[config.mk]
export PLATFORM = sky130hd
export DESIGN_NAME = issue_hazard_ctrl_flat
export DESIGN_NICKNAME = d
export VERILOG_FILES = /design/src/rtl/issue_hazard_ctrl_if.sv /design/src/rtl/issue_hazard_ctrl.sv /design/src/flat_wrapper.sv
export SDC_FILE = /design/constraint.sdc
export NUM_CORES = 1
export LEC_CHECK = 0
export CORE_ASPECT_RATIO = 0.9
export CORE_MARGIN = 3
export CORE_UTILIZATION = 53
export DETAILED_ROUTE_END_ITERATION = 8
export GPL_TIMING_DRIVEN = 1
export PLACE_DENSITY = 0.86
export SYNTH_ARGS = -nofsm -noshare
export SYNTH_HDL_FRONTEND = slang
export SYNTH_SLANG_ARGS = --single-unit
[constraint.sdc]
create_clock -name clk -period 4.2 [get_ports clk]
set_clock_uncertainty 0.05 [all_clocks]
set_input_delay 0.84 -clock clk [delete_from_list [all_inputs] [get_ports clk]]
set_output_delay 0.84 -clock clk [all_outputs]
set_load 0.02 [all_outputs]
[src/rtl/issue_hazard_ctrl_if.sv]
// Decode/execute/scoreboard signal bundle for issue_hazard_ctrl.
//
// Decode side:     id_valid, id_rs_adr/id_rs_used, id_rt_adr/id_rt_used, id_rd_adr,
//                  id_regwrite, id_is_load
// Execute side:    ex_ready, flush
// Scoreboard side: register_invalid (pending-write count per register, 0 = valid),
//                  regwrite_cur/from_main_mem/regwrite_adr_id (update strobe + payload)
// Controller out:  issue, stall_id, state_o, stall_cycles, hazard_timeout
//
// The slave modport is the controller's view; master is the surrounding pipeline.
interface issue_hazard_ctrl_if #(
    parameter int unsigned CNT_W = 16
);
    logic                  id_valid;
    logic [2:0]            id_rs_adr;
    logic                  id_rs_used;
    logic [2:0]            id_rt_adr;
    logic                  id_rt_used;
    logic [2:0]            id_rd_adr;
    logic                  id_regwrite;
    logic                  id_is_load;
    logic                  ex_ready;
    logic                  flush;
    logic [7:0][2:0]       register_invalid;

    logic                  issue;
    logic                  stall_id;
    logic                  regwrite_cur;
    logic                  from_main_mem;
    logic [2:0]            regwrite_adr_id;
    logic [1:0]            state_o;
    logic [CNT_W-1:0]      stall_cycles;
    logic                  hazard_timeout;

    modport master (
        output id_valid, id_rs_adr, id_rs_used, id_rt_adr, id_rt_used, id_rd_adr,
        output id_regwrite, id_is_load, ex_ready, flush, register_invalid,
        input  issue, stall_id, regwrite_cur, from_main_mem, regwrite_adr_id,
        input  state_o, stall_cycles, hazard_timeout
    );

    modport slave (
        input  id_valid, id_rs_adr, id_rs_used, id_rt_adr, id_rt_used, id_rd_adr,
        input  id_regwrite, id_is_load, ex_ready, flush, register_invalid,
        output issue, stall_id, regwrite_cur, from_main_mem, regwrite_adr_id,
        output state_o, stall_cycles, hazard_timeout
    );
endinterface

[src/rtl/issue_hazard_ctrl.sv]
// Decode-to-execute issue controller in front of the 8-entry register-invalid scoreboard.
//
// Holds the decoded instruction while any source it reads has a pending write, or while its
// destination counter is saturated (7), and drives the scoreboard update strobe on issue.
// A flush opens a drain window of DRAIN_CYCLES cycles during which nothing issues.
//
// Ports:
//   clk   - rising-edge clock
//   reset - asynchronous, active-high reset
//   bus   - issue_hazard_ctrl_if.slave: decode inputs, ex_ready/flush, register_invalid,
//           comb outputs issue/stall_id/regwrite_cur/from_main_mem/regwrite_adr_id and
//           registered outputs state_o/stall_cycles/hazard_timeout
module issue_hazard_ctrl #(
    parameter int unsigned DRAIN_CYCLES = 3,
    parameter int unsigned TIMEOUT      = 255,
    parameter int unsigned CNT_W        = 16
) (
    input logic                clk,
    input logic                reset,
    issue_hazard_ctrl_if.slave bus
);

    typedef enum logic [1:0] {
        StRun   = 2'd0,
        StHold  = 2'd1,
        StDrain = 2'd2
    } state_e;

    localparam logic [3:0]       DrainLoad  = 4'(DRAIN_CYCLES - 1);
    localparam logic [CNT_W-1:0] CntMax     = '1;
    localparam logic [CNT_W-1:0] TimeoutVal = CNT_W'(TIMEOUT);

    state_e           state_q, state_d;
    logic [3:0]       drain_q, drain_d;
    logic [CNT_W-1:0] hold_q, hold_d;
    logic [CNT_W-1:0] stall_cnt_q, stall_cnt_d;
    logic             timeout_q, timeout_d;

    logic rs_haz, rt_haz, sat_haz, hazard;
    logic issue, stall_id, regwrite_cur;

    // ------------------------------------------------------------------
    // Hazard detection. Register 0 is an ordinary register here.
    // ------------------------------------------------------------------
    always_comb begin
        rs_haz  = bus.id_rs_used && (bus.register_invalid[bus.id_rs_adr] != 3'd0);
        rt_haz  = bus.id_rt_used && (bus.register_invalid[bus.id_rt_adr] != 3'd0);
        // One more pending write would overflow the 3-bit scoreboard counter.
        sat_haz = bus.id_regwrite && (bus.register_invalid[bus.id_rd_adr] == 3'd7);
        hazard  = rs_haz || rt_haz || sat_haz;
    end

    // ------------------------------------------------------------------
    // Combinational issue / stall / scoreboard update. Forced low in reset so the
    // scoreboard never sees a strobe while the controller is being cleared.
    // ------------------------------------------------------------------
    always_comb begin
        issue        = !reset && (state_q == StRun) && bus.id_valid && !hazard &&
                       bus.ex_ready && !bus.flush;
        stall_id     = !reset && ((bus.id_valid && !issue) || (state_q == StDrain));
        regwrite_cur = issue && bus.id_regwrite;
    end

    assign bus.issue           = issue;
    assign bus.stall_id        = stall_id;
    assign bus.regwrite_cur    = regwrite_cur;
    assign bus.from_main_mem   = regwrite_cur && bus.id_is_load;
    assign bus.regwrite_adr_id = regwrite_cur ? bus.id_rd_adr : 3'd0;

    // ------------------------------------------------------------------
    // FSM next state, drain/hold counters and the sticky watchdog.
    // ------------------------------------------------------------------
    always_comb begin
        state_d   = state_q;
        drain_d   = drain_q;
        hold_d    = hold_q;
        timeout_d = timeout_q;

        case (state_q)
            StRun: begin
                if (bus.flush) begin
                    state_d = StDrain;
                    drain_d = DrainLoad;
                end else if (bus.id_valid && hazard) begin
                    state_d = StHold;
                    hold_d  = CNT_W'(1);
                end
            end

            StHold: begin
                if (bus.flush) begin
                    state_d = StDrain;
                    drain_d = DrainLoad;
                    hold_d  = '0;
                end else if (!bus.id_valid || !hazard) begin
                    // Leaving HOLD costs one bubble: the issue happens in RUN next cycle.
                    state_d = StRun;
                    hold_d  = '0;
                end else begin
                    if (hold_q != CntMax) begin
                        hold_d = hold_q + CNT_W'(1);
                    end
                    // hold_q counts HOLD cycles already spent, this one included.
                    if (hold_q >= TimeoutVal) begin
                        timeout_d = 1'b1;
                    end
                end
            end

            StDrain: begin
                if (bus.flush) begin
                    drain_d = DrainLoad;
                end else if (drain_q == 4'd0) begin
                    state_d = StRun;
                end else begin
                    drain_d = drain_q - 4'd1;
                end
            end

            default: begin
                state_d = StRun;
                drain_d = '0;
                hold_d  = '0;
            end
        endcase
    end

    // Stalled-cycle statistic: counts in every state, saturates instead of wrapping.
    always_comb begin
        stall_cnt_d = stall_cnt_q;
        if (bus.id_valid && !issue && (stall_cnt_q != CntMax)) begin
            stall_cnt_d = stall_cnt_q + CNT_W'(1);
        end
    end

    always_ff @(posedge clk or posedge reset) begin
        if (reset) begin
            state_q     <= StRun;
            drain_q     <= '0;
            hold_q      <= '0;
            stall_cnt_q <= '0;
            timeout_q   <= 1'b0;
        end else begin
            state_q     <= state_d;
            drain_q     <= drain_d;
            hold_q      <= hold_d;
            stall_cnt_q <= stall_cnt_d;
            timeout_q   <= timeout_d;
        end
    end

    assign bus.state_o        = state_q;
    assign bus.stall_cycles   = stall_cnt_q;
    assign bus.hazard_timeout = timeout_q;

endmodule

[src/flat_wrapper.sv]
// flat-port wrapper written by rule: the top's interface ports become plain ports
module issue_hazard_ctrl_flat 
#(
    parameter int unsigned DRAIN_CYCLES = 3,
    parameter int unsigned TIMEOUT      = 255,
    parameter int unsigned CNT_W        = 16
)
  (clk, reset, bus_id_valid, bus_id_rs_adr, bus_id_rs_used, bus_id_rt_adr, bus_id_rt_used, bus_id_rd_adr, bus_id_regwrite, bus_id_is_load, bus_ex_ready, bus_flush, bus_register_invalid, bus_issue, bus_stall_id, bus_regwrite_cur, bus_from_main_mem, bus_regwrite_adr_id, bus_state_o, bus_stall_cycles, bus_hazard_timeout);
  issue_hazard_ctrl_if #(.CNT_W(CNT_W)) bus_i ();
  input logic clk;
  input logic reset;
  input wire logic [$bits(bus_i.id_valid)-1:0] bus_id_valid;
  input wire logic [$bits(bus_i.id_rs_adr)-1:0] bus_id_rs_adr;
  input wire logic [$bits(bus_i.id_rs_used)-1:0] bus_id_rs_used;
  input wire logic [$bits(bus_i.id_rt_adr)-1:0] bus_id_rt_adr;
  input wire logic [$bits(bus_i.id_rt_used)-1:0] bus_id_rt_used;
  input wire logic [$bits(bus_i.id_rd_adr)-1:0] bus_id_rd_adr;
  input wire logic [$bits(bus_i.id_regwrite)-1:0] bus_id_regwrite;
  input wire logic [$bits(bus_i.id_is_load)-1:0] bus_id_is_load;
  input wire logic [$bits(bus_i.ex_ready)-1:0] bus_ex_ready;
  input wire logic [$bits(bus_i.flush)-1:0] bus_flush;
  input wire logic [$bits(bus_i.register_invalid)-1:0] bus_register_invalid;
  output wire logic [$bits(bus_i.issue)-1:0] bus_issue;
  output wire logic [$bits(bus_i.stall_id)-1:0] bus_stall_id;
  output wire logic [$bits(bus_i.regwrite_cur)-1:0] bus_regwrite_cur;
  output wire logic [$bits(bus_i.from_main_mem)-1:0] bus_from_main_mem;
  output wire logic [$bits(bus_i.regwrite_adr_id)-1:0] bus_regwrite_adr_id;
  output wire logic [$bits(bus_i.state_o)-1:0] bus_state_o;
  output wire logic [$bits(bus_i.stall_cycles)-1:0] bus_stall_cycles;
  output wire logic [$bits(bus_i.hazard_timeout)-1:0] bus_hazard_timeout;
  assign bus_i.id_valid = bus_id_valid;
  assign bus_i.id_rs_adr = bus_id_rs_adr;
  assign bus_i.id_rs_used = bus_id_rs_used;
  assign bus_i.id_rt_adr = bus_id_rt_adr;
  assign bus_i.id_rt_used = bus_id_rt_used;
  assign bus_i.id_rd_adr = bus_id_rd_adr;
  assign bus_i.id_regwrite = bus_id_regwrite;
  assign bus_i.id_is_load = bus_id_is_load;
  assign bus_i.ex_ready = bus_ex_ready;
  assign bus_i.flush = bus_flush;
  assign bus_i.register_invalid = bus_register_invalid;
  assign bus_issue = bus_i.issue;
  assign bus_stall_id = bus_i.stall_id;
  assign bus_regwrite_cur = bus_i.regwrite_cur;
  assign bus_from_main_mem = bus_i.from_main_mem;
  assign bus_regwrite_adr_id = bus_i.regwrite_adr_id;
  assign bus_state_o = bus_i.state_o;
  assign bus_stall_cycles = bus_i.stall_cycles;
  assign bus_hazard_timeout = bus_i.hazard_timeout;
  issue_hazard_ctrl #(.DRAIN_CYCLES(DRAIN_CYCLES), .TIMEOUT(TIMEOUT), .CNT_W(CNT_W)) u_core (.clk(clk), .reset(reset), .bus(bus_i));
endmodule
==> impl_metrics.json <==
{
  "outcome": "finished, final reports clean",
  "antenna_left": 0,
  "drtIter0Drc": 277,
  "syn_avg_cell_area_um2": 8.85,
  "num_antenna_cells": 0,
  "initial_core_util": 0.571,
  "grtUsageTotal": 0.255,
  "finalMaxSlewViolations": 0,
  "fin_nets": 428,
  "fp-row-count": 23,
  "relSlewSlack": 0.291,
  "synth_seq_cells": 39,
  "power_frac_seq": 0.419,
  "rr_worst_depth": 8,
  "hold_violations": 0,
  "total_power_uw": 1310,
  "cts-root-buf": "clkbuf_8",
  "ir_drop_mv": 0.312,
  "internal-power_uw": 809,
  "pin_count": 68,
  "grt_max_degree": 40,
  "gp_congestion": 0.921,
  "max_clock_freq_mhz": 246,
  "mappedNetlistArea_mm2": 0.00265,
  "grt-ovfl-total": 0,
  "synth_edf_count": 0,
  "worstPathCellList": "clkdlybuf4s50_1 > nor4b_1 > o21ai_0 > a221oi_1 > a21oi_1 > nor4_4 > buf_4 > and3_1 > dlygate4sd2_1",
  "holdPathStages": 1,
  "dpl_cell_area_mm2": 0.00348,
  "combPwrFrac": 0.382,
  "worstPathMaxFanout": 8,
  "groute.layer.met3.usage": 0.0469,
  "die_area_mm2": 0.00588,
  "synthArstFlopShare": 1.00,
  "fin_crit_ns": 4.06,
  "yosysUniqueCellTypes": 63,
  "p_switching_uw": 499,
  "cellLeakagePower_uw": 0.00155,
  "synth-main-ff-cell": "dfrtp_1",
  "grtUsageMet2": 0.415,
  "grt_pass1_vias": 2649,
  "post-dp-hpwl_um": 5340,
  "worstMarginPinSlew_ns": 1.05,
  "vias_per_cell": 6.14,
  "end_kind": "output port",
  "setup_viol": 0,
  "n_fill_cell": 324,
  "max_stage_delay_ns": 0.60,
  "cts_max_path_buffers": 2,
  "avgRoutedWirePerCell_um": 16.0,
  "met1_usage": 0.363,
  "grt_pass1_wl_um": 12000,
  "synth_cells": 299,
  "start_kind": "input port",
  "syn_to_final_growth_pct": 35.4,
  "drive_above_1_share": 0.123,
  "hold_class": "flop to flop",
  "io_buffers": 67,
  "crit_type": "input port to output port",
  "rsz0062_at_grt": "false",
  "antenna_found_initial": 0,
  "worstSkewPairLatency_ns": 0.29,
  "holdBufCountCts": 0,
  "cts_sinks": 39,
  "yosysWarnings": 0,
  "clkPwrFrac": 0.199,
  "chipWidth_um": 80.5,
  "syn_nets": 345,
  "cts_tree": "yes",
  "cts_buffers": 5,
  "clkTransAtPathRegs_ns": 0.07,
  "worstPathArrival_ns": 3.17,
  "firstDrtPassIters": 5,
  "ys_seq_area_frac": 0.369,
  "core-area_mm2": 0.00463,
  "vias": 2725,
  "finalCritPeriodShare": 0.968,
  "worst_path_max_delay_cell": "clkdlybuf4s50_1",
  "p_per_area_mw_per_mm2": 365,
  "remaining_drc_errors": 0,
  "cap_violations": 0,
  "cts_max_level": 2,
  "required_ns": 3.31,
  "routed_wl_um": 7110,
  "final_area_mm2": 0.00358,
  "switching_share": 0.382,
  "top_usage_layer": "met2",
  "fp.dieH_um": 73.0
}
power groups by stage:
stage               registers, uW  logic [uW]  clock network [uW]
floorplan                     576         242                   0
global placement              548         479                   0
global route                  562         548                 278
detailed placement            549         497                   0
finish                        549         499                 260
CTS                           545         499                 264
layer usage:
layer	share of wire	vias up	wire, um
met5	0	-	0
met4	0.0049	0	35
met3	0.054	7	383
met2	0.47	102	3360
met1	0.47	1312	3330
li1	-	1304	-
logic make-up after synthesis:
logic type / Yosys count / synth area share
adders and majority gates: 4 / 0.0189
xor gates and xnor gates: 18 / 0.0596
buffers and inverters: 25 / 0.0454
DFF: 39 / 0.369
muxes: 2 / 0.0128
AOI/OAI and AO/OA: 68 / 0.184
and+or+nand+nor: 143 / 0.310
layout make-up:
type                            count  area, um^2  share of cell area
Clock buffer                        6        82.6              0.0231
Clock inverter                      1        5.00             0.00140
Inverter                           10        37.5              0.0105
Multi-Input combinational cell    235        1560               0.435
Sequential cell                    39         976               0.272
Tap cell                           62        77.6              0.0217
Timing Repair Buffer               91         846               0.236
worst max-delay path, delay by kind of cell:
family,cells,cell delay (ns)
buf+inv,3,1.11
simple gates,3,0.66
compound gates,3,0.55
what timing repair did:
item                                   CTS  global route
endpoints found under the hold margin    0             0
resized for setup                        7             2
setup endpoints to repair                7             1
pin swaps                                1             0
buffers inserted                         1             0
path summary, 6_finish.rpt:
path | to | start | slack [ns]
max in group asynchronous | u_core.hold_q[5] | reset | 2.73
min in group asynchronous | u_core.bus.state_o[0] | reset | 1.01
setup reg to reg | u_core.hold_q[15] | u_core.hold_q[0] | 1.53
setup / recovery | bus_regwrite_adr_id[2] | bus_id_rt_adr[0] | 0.14
hold / removal | u_core.bus.hazard_timeout | u_core.bus.hazard_timeout | 0.43
hold reg to reg | u_core.bus.hazard_timeout | u_core.bus.hazard_timeout | 0.43
cells in the final DEF, fill, tap and decap left out, drive strengths merged, types with 2 or more instances in the layout:
master / count
inv: 10
nand2: 27
nor3: 20
nor4: 11
ha: 4
and2: 4
clkdlybuf4s50: 60
dfrtp: 39
nand3: 22
or3: 2
a22o: 2
clkbuf: 6
xnor2: 3
nand4: 10
a21oi: 13
o311ai: 2
a31oi: 2
nor4b: 4
dlygate4sd2: 6
and4: 5
and3: 13
o32ai: 2
xor2: 15
o211ai: 2
nor2: 12
o31ai: 4
nand2b: 4
buf: 24
nor3b: 2
o2111ai: 7
o21ai: 21
synthesized netlist by cell type, drive strengths merged (5+ instances only):
| cell | instances | area (um^2) |
|---|---|---|
| a21oi | 13 | 65.1 |
| and3 | 13 | 81.3 |
| and4 | 5 | 43.8 |
| buf | 6 | 48.8 |
| clkbuf | 9 | 33.8 |
| dfrtp | 39 | 976 |
| inv | 10 | 37.5 |
| nand2 | 27 | 109 |
| nand3 | 22 | 110 |
| nand4 | 10 | 62.6 |
| nor2 | 12 | 45.0 |
| nor3 | 20 | 105 |
| nor4 | 11 | 90.1 |
| o2111ai | 7 | 61.3 |
| o21ai | 21 | 116 |
| xor2 | 15 | 131 |
state kept, by name, summed over array words and instances, names as in the netlist:
signal	count
u_core.drain_q	4
u_core.bus.hazard_timeout	1
u_core.bus.state_o	2
u_core.bus.stall_cycles	16
u_core.hold_q	16
per-stage QoR:
| stage | setup TNS (ns) | cells | hold WS, ns | utilization | worst slack, ns |
|---|---|---|---|---|---|
| after global placement | -1.63 | 436 | 0.417 | 0.752 | -0.262 |
| final | 0 | 444 | 0.434 | 0.773 | 0.136 |
| after global routing | 0 | 444 | 0.463 | 0.773 | 0.0324 |
| after CTS | 0 | 444 | 0.439 | 0.771 | 0.0386 |
| after floorplan | 0 | 299 | 0.447 | - | 0.535 |
| after detailed placement | -1.82 | 436 | 0.418 | 0.752 | -0.294 |
(Power assumes the default switching activity.)
